## config.mk

```make
export PLATFORM = sky130hd
export DESIGN_NAME = instr_sequencer
export DESIGN_NICKNAME = d
export VERILOG_FILES = /design/src/rtl/seq_pkg.sv /design/src/rtl/seq_wait_timer.sv /design/src/rtl/instr_sequencer.sv
export SDC_FILE = /design/constraint.sdc
export NUM_CORES = 1
export LEC_CHECK = 0
export BUFFER_PORTS_ARGS = -buffer_cell sky130_fd_sc_hd__buf_2
export CORE_ASPECT_RATIO = 1.5
export CORE_UTILIZATION = 36
export DETAILED_ROUTE_END_ITERATION = 10
export PLACE_DENSITY = 0.67
export SYNTH_ARGS = -nofsm -noshare
export SYNTH_HDL_FRONTEND = slang
export SYNTH_SLANG_ARGS = --single-unit
```

## constraint.sdc

```tcl
create_clock -name clk -period 1.7 [get_ports clk]
set_input_delay 0.34 -clock clk [delete_from_list [all_inputs] [get_ports clk]]
set_output_delay 0.34 -clock clk [all_outputs]
set_load 0.02 [all_outputs]
```

## src/rtl/seq_pkg.sv

```systemverilog
// Shared types for the instruction sequencer: opcode and FSM state encodings,
// instruction field positions and an opcode-extract helper.
package seq_pkg;

    localparam int unsigned INSTR_W   = 32;
    localparam int unsigned RETIRED_W = 16;
    localparam int unsigned OPC_W     = 3;
    localparam int unsigned OPC_LSB   = 29;

    typedef enum logic [OPC_W-1:0] {
        OP_NOP  = 3'b000,
        OP_ALU  = 3'b001,
        OP_LW   = 3'b010,
        OP_SW   = 3'b011,
        OP_BEQ  = 3'b100,
        OP_JMP  = 3'b101,
        OP_HALT = 3'b110,
        OP_ILL  = 3'b111
    } opcode_e;

    typedef enum logic [2:0] {
        S_IDLE   = 3'd0,
        S_FETCH  = 3'd1,
        S_DECODE = 3'd2,
        S_EXEC   = 3'd3,
        S_MEM    = 3'd4,
        S_WB     = 3'd5,
        S_HALT   = 3'd6,
        S_ERR    = 3'd7
    } state_e;

    // Opcode lives in the top three bits of the instruction word.
    function automatic opcode_e get_opcode(input logic [INSTR_W-1:0] instr);
        return opcode_e'(instr[OPC_LSB +: OPC_W]);
    endfunction

endpackage

```

## src/rtl/seq_wait_timer.sv

```systemverilog
// Memory-wait watchdog for the instruction sequencer.
// Ports: clk, reset (async, active-high); waiting_i (FSM in FETCH or MEM);
//        ack_i (the ack relevant to the current wait state);
//        expired_c (combinational: this wait cycle is the LIMIT-th one).
module seq_wait_timer #(
    parameter int unsigned LIMIT = 16
) (
    input  logic clk,
    input  logic reset,
    input  logic waiting_i,
    input  logic ack_i,
    output logic expired_c
);

    localparam int unsigned CNT_W = $clog2(LIMIT + 1);

    logic [CNT_W-1:0] count_q;
    logic [CNT_W-1:0] count_d;

    // Count only consecutive un-acked wait cycles; anything else restarts the
    // count, so every entry into FETCH or MEM begins at zero.
    always_comb begin
        count_d = '0;
        if (waiting_i && !ack_i) begin
            count_d = count_q + CNT_W'(1);
        end
    end

    always_ff @(posedge clk or posedge reset) begin
        if (reset) begin
            count_q <= '0;
        end else begin
            count_q <= count_d;
        end
    end

    // Fires on the LIMIT-th wait cycle regardless of a same-cycle ack.
    assign expired_c = waiting_i && (count_q == CNT_W'(LIMIT - 1));

endmodule

```

## src/rtl/instr_sequencer.sv

```systemverilog
// Multi-cycle instruction sequencer: fetch, decode, execute, memory, writeback.
// Ports: clk, reset (async, active-high); start; imem_req/imem_ack/instr
//        fetch handshake; ir_load, alu_en, alu_zero; dmem_req/dmem_we/dmem_ack
//        data handshake; reg_write_enable, pc_inc, branch_take strobes;
//        retired (instruction count), halted, err (sticky, registered).
// Strobes and requests are combinational decodes of state and inputs.
// Build option: CTRL_TIMEOUT_EN enables the MEM_TIMEOUT wait watchdog.
module instr_sequencer
    import seq_pkg::*;
#(
    parameter int unsigned MEM_TIMEOUT = 16
) (
    input  logic                 clk,
    input  logic                 reset,
    input  logic                 start,
    output logic                 imem_req,
    input  logic                 imem_ack,
    input  logic [INSTR_W-1:0]   instr,
    output logic                 ir_load,
    output logic                 alu_en,
    input  logic                 alu_zero,
    output logic                 dmem_req,
    output logic                 dmem_we,
    input  logic                 dmem_ack,
    output logic                 reg_write_enable,
    output logic                 pc_inc,
    output logic                 branch_take,
    output logic [RETIRED_W-1:0] retired,
    output logic                 halted,
    output logic                 err
);

    if (MEM_TIMEOUT < 1) begin : g_timeout_range_check
        $error("MEM_TIMEOUT must be at least 1");
    end

    state_e                 state_q, state_d;
    opcode_e                op_q, op_d;
    logic [RETIRED_W-1:0]   retired_q;
    logic                   halted_q;
    logic                   err_q;
    logic                   timeout_c;

`ifdef CTRL_TIMEOUT_EN
    logic waiting_c;
    logic wait_ack_c;

    assign waiting_c  = (state_q == S_FETCH) || (state_q == S_MEM);
    assign wait_ack_c = (state_q == S_FETCH) ? imem_ack : dmem_ack;

    seq_wait_timer #(
        .LIMIT     (MEM_TIMEOUT)
    ) u_wait_timer (
        .clk       (clk),
        .reset     (reset),
        .waiting_i (waiting_c),
        .ack_i     (wait_ack_c),
        .expired_c (timeout_c)
    );
`else
    assign timeout_c = 1'b0;
`endif

    // Next-state and strobe decode.
    always_comb begin
        state_d          = state_q;
        op_d             = op_q;
        imem_req         = 1'b0;
        ir_load          = 1'b0;
        alu_en           = 1'b0;
        dmem_req         = 1'b0;
        dmem_we          = 1'b0;
        reg_write_enable = 1'b0;
        pc_inc           = 1'b0;
        branch_take      = 1'b0;

        unique case (state_q)
            S_IDLE: begin
                if (start) begin
                    state_d = S_FETCH;
                end
            end
            S_FETCH: begin
                imem_req = 1'b1;
                if (timeout_c) begin
                    state_d = S_ERR;
                end else if (imem_ack) begin
                    ir_load = 1'b1;
                    op_d    = get_opcode(instr);
                    state_d = S_DECODE;
                end
            end
            S_DECODE: begin
                unique case (op_q)
                    OP_NOP: begin
                        pc_inc  = 1'b1;
                        state_d = S_FETCH;
                    end
                    OP_ALU, OP_LW, OP_SW, OP_BEQ: state_d = S_EXEC;
                    OP_JMP: begin
                        branch_take = 1'b1;
                        state_d     = S_FETCH;
                    end
                    OP_HALT: state_d = S_HALT;
                    default: state_d = S_ERR;
                endcase
            end
            S_EXEC: begin
                alu_en = 1'b1;
                unique case (op_q)
                    OP_ALU:       state_d = S_WB;
                    OP_LW, OP_SW: state_d = S_MEM;
                    OP_BEQ: begin
                        branch_take = alu_zero;
                        pc_inc      = !alu_zero;
                        state_d     = S_FETCH;
                    end
                    default:      state_d = S_ERR;
                endcase
            end
            S_MEM: begin
                dmem_req = 1'b1;
                dmem_we  = (op_q == OP_SW);
                if (timeout_c) begin
                    state_d = S_ERR;
                end else if (dmem_ack) begin
                    // Stores finish here; loads still owe a register write.
                    if (op_q == OP_SW) begin
                        pc_inc  = 1'b1;
                        state_d = S_FETCH;
                    end else begin
                        state_d = S_WB;
                    end
                end
            end
            S_WB: begin
                reg_write_enable = 1'b1;
                pc_inc           = 1'b1;
                state_d          = S_FETCH;
            end
            S_HALT:  state_d = S_HALT;
            default: state_d = S_ERR;
        endcase
    end

    // State, latched opcode, retire count and sticky flags.
    always_ff @(posedge clk or posedge reset) begin
        if (reset) begin
            state_q   <= S_IDLE;
            op_q      <= OP_NOP;
            retired_q <= '0;
            halted_q  <= 1'b0;
            err_q     <= 1'b0;
        end else begin
            state_q   <= state_d;
            op_q      <= op_d;
            halted_q  <= (state_d == S_HALT);
            err_q     <= (state_d == S_ERR);
            if (pc_inc || branch_take) begin
                retired_q <= retired_q + RETIRED_W'(1);
            end
        end
    end

    assign retired = retired_q;
    assign halted  = halted_q;
    assign err     = err_q;

endmodule

```

Word-level counts from Yosys, hierarchy flattened

Cells that the tools add are included.

Flip-flop bits (word level): 24
Input port bits: 38
Logic and storage cells: 50
Output and inout bits: 26

Mux-type cells: 22
Reduce and logical (&&, ||, !) cells: 8
Add/subtract/negate cells: 1
Equality and inequality tests: 14

Operator list:

| cell                                          | count |
|---|---|
| == test 3 bit, second input constant          | 8 |
| one-hot mux 3 bit (7 select lines)            | 1 |
| one-hot mux 3 bit (3 select lines)            | 2 |
| adder 16 x 1 -> 16 bit, second input constant | 1 |
| 2-to-1 mux 1 bit                              | 13 |
| == test 3 x 2 -> 1 bit, second input constant | 4 |
| 2-to-1 mux 3 bit                              | 4 |
| == test 3 x 1 -> 1 bit, second input constant | 2 |
| zero test 3 bit                               | 2 |
| one-hot mux 1 bit (4 select lines)            | 1 |
| OR reduction 2 bit                            | 2 |
| OR reduction 4 bit                            | 1 |
| one-hot mux 1 bit (2 select lines)            | 1 |
| AND reduction 2 bit                           | 1 |
| zero test 1 bit                               | 1 |
| logical OR 1 bit                              | 1 |

Logic depth before layout (Yosys ltp)

Word-level depth: 5
Mapped depth: 7
Depth with buffers taken out: 6

Worst setup path before layout

No wires, ideal clock.

Path kind: flip-flop to output port
From: register state_q[1]
To: output dmem_we
Buffers on the path: 1
Arrival: 1,521 ps
Cell stages (with the launch flop): 4
Data required time: 1,360 ps
Slack: -161 ps
Path through: dfrtp_1 -> clkbuf_1 -> nor3_1 -> and4b_1

Longest elaborated chain between the ends: 2

RTL lines:

| element                | RTL line               | text |
|---|---|---|
| from (decl)            | instr_sequencer.sv:37  | `state_e state_q, state_d;` |
| from (signal assigned) | instr_sequencer.sv:155 | `state_q <= state_d;` |
| == test 3 bit          | instr_sequencer.sv:77  | `unique case (state_q)` |
| 2-to-1 mux 1 bit       | instr_sequencer.sv:77  |  |
| to (decl)              | instr_sequencer.sv:23  | `output logic dmem_we,` |

Every way passes these cells.

Worst setup path in the final report

From: register op_q[2]
To: output pc_inc

Longest elaborated chain between the ends: 4
Elaborated cells on any way between the ends: 8
Classes of those cells: 2 x eq/ne; 5 x mux; 1 x reduce/logical

RTL lines:

| element                                | RTL line               | text |
|---|---|---|
| from (decl)                            | instr_sequencer.sv:38  | `opcode_e op_q, op_d;` |
| from (signal assigned)                 | instr_sequencer.sv:156 | `op_q <= op_d;` |
| == test 3 x 2 -> 1 bit                 | instr_sequencer.sv:128 | `if (op_q == OP_SW) begin` |
| 2-to-1 mux 1 bit                       | instr_sequencer.sv:128 |  |
| 2-to-1 mux 1 bit                       | instr_sequencer.sv:126 | `end else if (dmem_ack) begin` |
| one-hot mux 1 bit (4 select lines) (*) | instr_sequencer.sv:77  |  |
| to (decl)                              | instr_sequencer.sv:26  | `output logic pc_inc,` |

Every way passes the cells marked *; elsewhere a longest branch is shown, timed or not.

==> results.toml <==
[clock_tree]
cts_hold_buf = 0
clock_latency_ns = 0.27
cts.sinks = 24
root_buffer = "clkbuf_8"
htreeDepth = 1
clkTransAtPathRegs_ns = 0.08
cts_max_path_buffers = 2
cts_buffers = 3
cts_tree = "done"

[layout]
finalInstanceArea_sq_um = 1908
fin_cells = 233
syn_to_final_growth_pct = 39.91
diodes = 0
fin_nets = 231
drive_gt1_share_pct = 45.26
final_core_util_pct = 52.30
fillers = 336

[floorplan]
dieHeight_microns = 77.39
chipWidth_microns = 52.26
num_io_pins = 64
fp.coreArea_sq_um = 3649
num_rows = 27
dieArea_sq_um = 4044
start_util_pct = 37.38

[logic_synthesis]
yosysMostFrequentCell = "dfrtp_1"
synth.avg_cell_area_sq_um = 10.57
synthTopCellsByArea = "dfrtp_1 44%, xnor2_1 9.6%, mux2_2 3.3%"
yosys-top-cells-count = "24 x dfrtp_1, 15 x xnor2_1, 7 x nor2_1"
syn-cell-area_sq_um = 1364
ys_warn_count = 0
synth_nets = 169
synth.top_cell.area_share_pct = 44.04
netlist.top_cell.by_area = "dfrtp_1"
ys.flop_type = "dfrtp_1"
synth_edf_count = 0
async_flop_share_pct = 100.0
syn_inst = 129
synth.distinct_cells = 43
ys_ff_latch = 24
ys_seq_area_share_pct = 44.04

[grt]
antenna_found_initial = 0
grt_use_total_pct = 17.38
grt_pass1_vias = 1212
grt_pass1_wl_microns = 5306
grt_overflow = 0
grt_max_degree = 25

[sta]
fmax_mhz = 495.6
max_slew_margin_pct = 74.94
hold_violations = 0
fin_skew_ns = 0.002808
finalCriticalPeriod_ns = 2.018
worst_pin_slew_ns = 0.3759
setup_viol = 19
maxSlewViolCount = 0
timing.final.crit_share_pct = 118.7
fin_ws_ns = -0.3179
rsz0062_at_grt = "yes"

[route]
ant_nets = 0
dr.first_iter.drc_count = 35
vias = 1251
drc = 0
wire_per_inst_microns = 14.65
post_drt_via_cell_ratio = 5.369
drtPass1Iterations = 4
drt_wl_total_microns = 3414

[power_and_ir_drop]
leakage_uw = 0.0009634
finalPower_uw = 982.7
peakVddDrop_uv = 550.5
cellPowerDensity_nw_per_um2 = 515.0

[placement]
place.gp.congestion = 0.8765
dp_hpwl_microns = 2522
placed_area_sq_um = 1733
dp_slack_ns = -0.2010
port_buffers = 34
placed_cells = 223

[hold_path]
hold_class = "input port to async pin"

[setup_path]
arrival_ns = 1.68
cp-start-kind = "flip-flop"
crit_fanout = 4
crit_type = "flip-flop to primary output"
end_kind = "primary output"
critPathRequiredTime_ns = 1.36

[outcome]
status = "finished with violations"
violations = "negative setup slack"

[run]
cap_violations = 0
-- flip-flops by register name (all words and copies together) (netlist names) --
name     cells
halted       1
retired     16
state_q      3
err          1
op_q         3
-- stage by stage --
stage / setup TNS, ns / hold WS (ns)
6_report: -4.117 / 0.09859
3_3_place_gp: -1.773 / 0.3993
3_5_place_dp: -2.442 / 0.3999
4_1_cts: -3.870 / 0.1084
5_1_grt: -5.624 / 0.1390
2_1_floorplan: -0.3070 / 0.3546
-- critical path: stages (launching register included) --
cell and delay (ns):
dfrtp_1 0.43, buf_6 0.12, nand3b_1 0.08, a2111o_1 0.45, a21oi_4 0.19, buf_6 0.14
-- where the power goes --
part | switching, uW | internal (uW) | leakage, uW
combinational | 15.9 | 11.7 | 0.000632
sequential | 0 | 570 | 0.000302
clock | 178 | 207 | 0.0000288
-- layout make-up --
cell class	count	area (sq um)	area share, %
Inverter	4	15.01	0.7869
Timing Repair Buffer	66	457.9	24.00
Sequential cell	24	601.8	31.54
Multi-Input combinational cell	92	724.4	37.97
Tap cell	43	53.80	2.820
Clock buffer	4	55.05	2.885
-- cell families (layout without fill, tap and decap cells) --
logic type	after synthesis	after routing	synth area share [%]
buffers and inverters	13	74	5.137
AOI/OAI and AO/OA	30	30	17.16
and+or+nand+nor	40	40	18.26
DFF	24	24	44.04
muxes	4	4	3.303
xor gates and xnor gates	16	16	10.28
adders and majority gates	2	2	1.835
-- per-layer routing --
layer	vias up	wire length (microns)	global-route usage [%]
met2	45	1932	33.72
met4	0	66	6.579
li1	587	-	-
met3	7	152	1.765
met1	612	1262	17.99
met5	-	0	0
-- cell usage in the layout, fill, tap and decap left out, types with 2 or more instances in the layout --
master     instances
buf_2             30
buf_4             27
dfrtp_1           23
xnor2_1           15
buf_6              8
nor2_1             7
nand4_1            5
o21ai_1            5
and3_1             4
o211ai_1           4
mux2_2             4
clkbuf_8           4
a21oi_1            3
nand2_1            3
o2111ai_1          3
nor3_1             3
nor2b_1            3
o21ai_0            3
inv_2              2
nand2b_1           2
and2_1             2
inv_1              2
o21ba_2            2
o211ai_2           2
ha_1               2
-- final timing paths --
check / startpoint / to / slack, ns / depth (start not counted)
setup reg to reg: op_q[2]$_DFFE_PP0P_ / retired[7]$_DFFE_PP0P_ / -0.28 / 8
hold reg to reg: retired[15]$_DFFE_PP0P_ / retired[15]$_DFFE_PP0P_ / 0.47 / 1
hold / removal: reset / op_q[2]$_DFFE_PP0P_ / 0.1 / 3
setup / recovery: op_q[2]$_DFFE_PP0P_ / pc_inc / -0.32 / 5
max in group asynchronous: reset / op_q[0]$_DFFE_PP0P_ / 1.35 / 3
min in group clk: instr[30] / op_q[1]$_DFFE_PP0P_ / 0.30 / 2
-- timing repair --
action                                 in CTS  in global routing
endpoints found under the hold margin       0                  0
setup endpoints to repair                  20                 23
gates resized for setup                    12                  9
pin swaps                                   6                  2
buffers inserted                            5                  1
No activity file was read; power rests on OpenSTA's default activity.
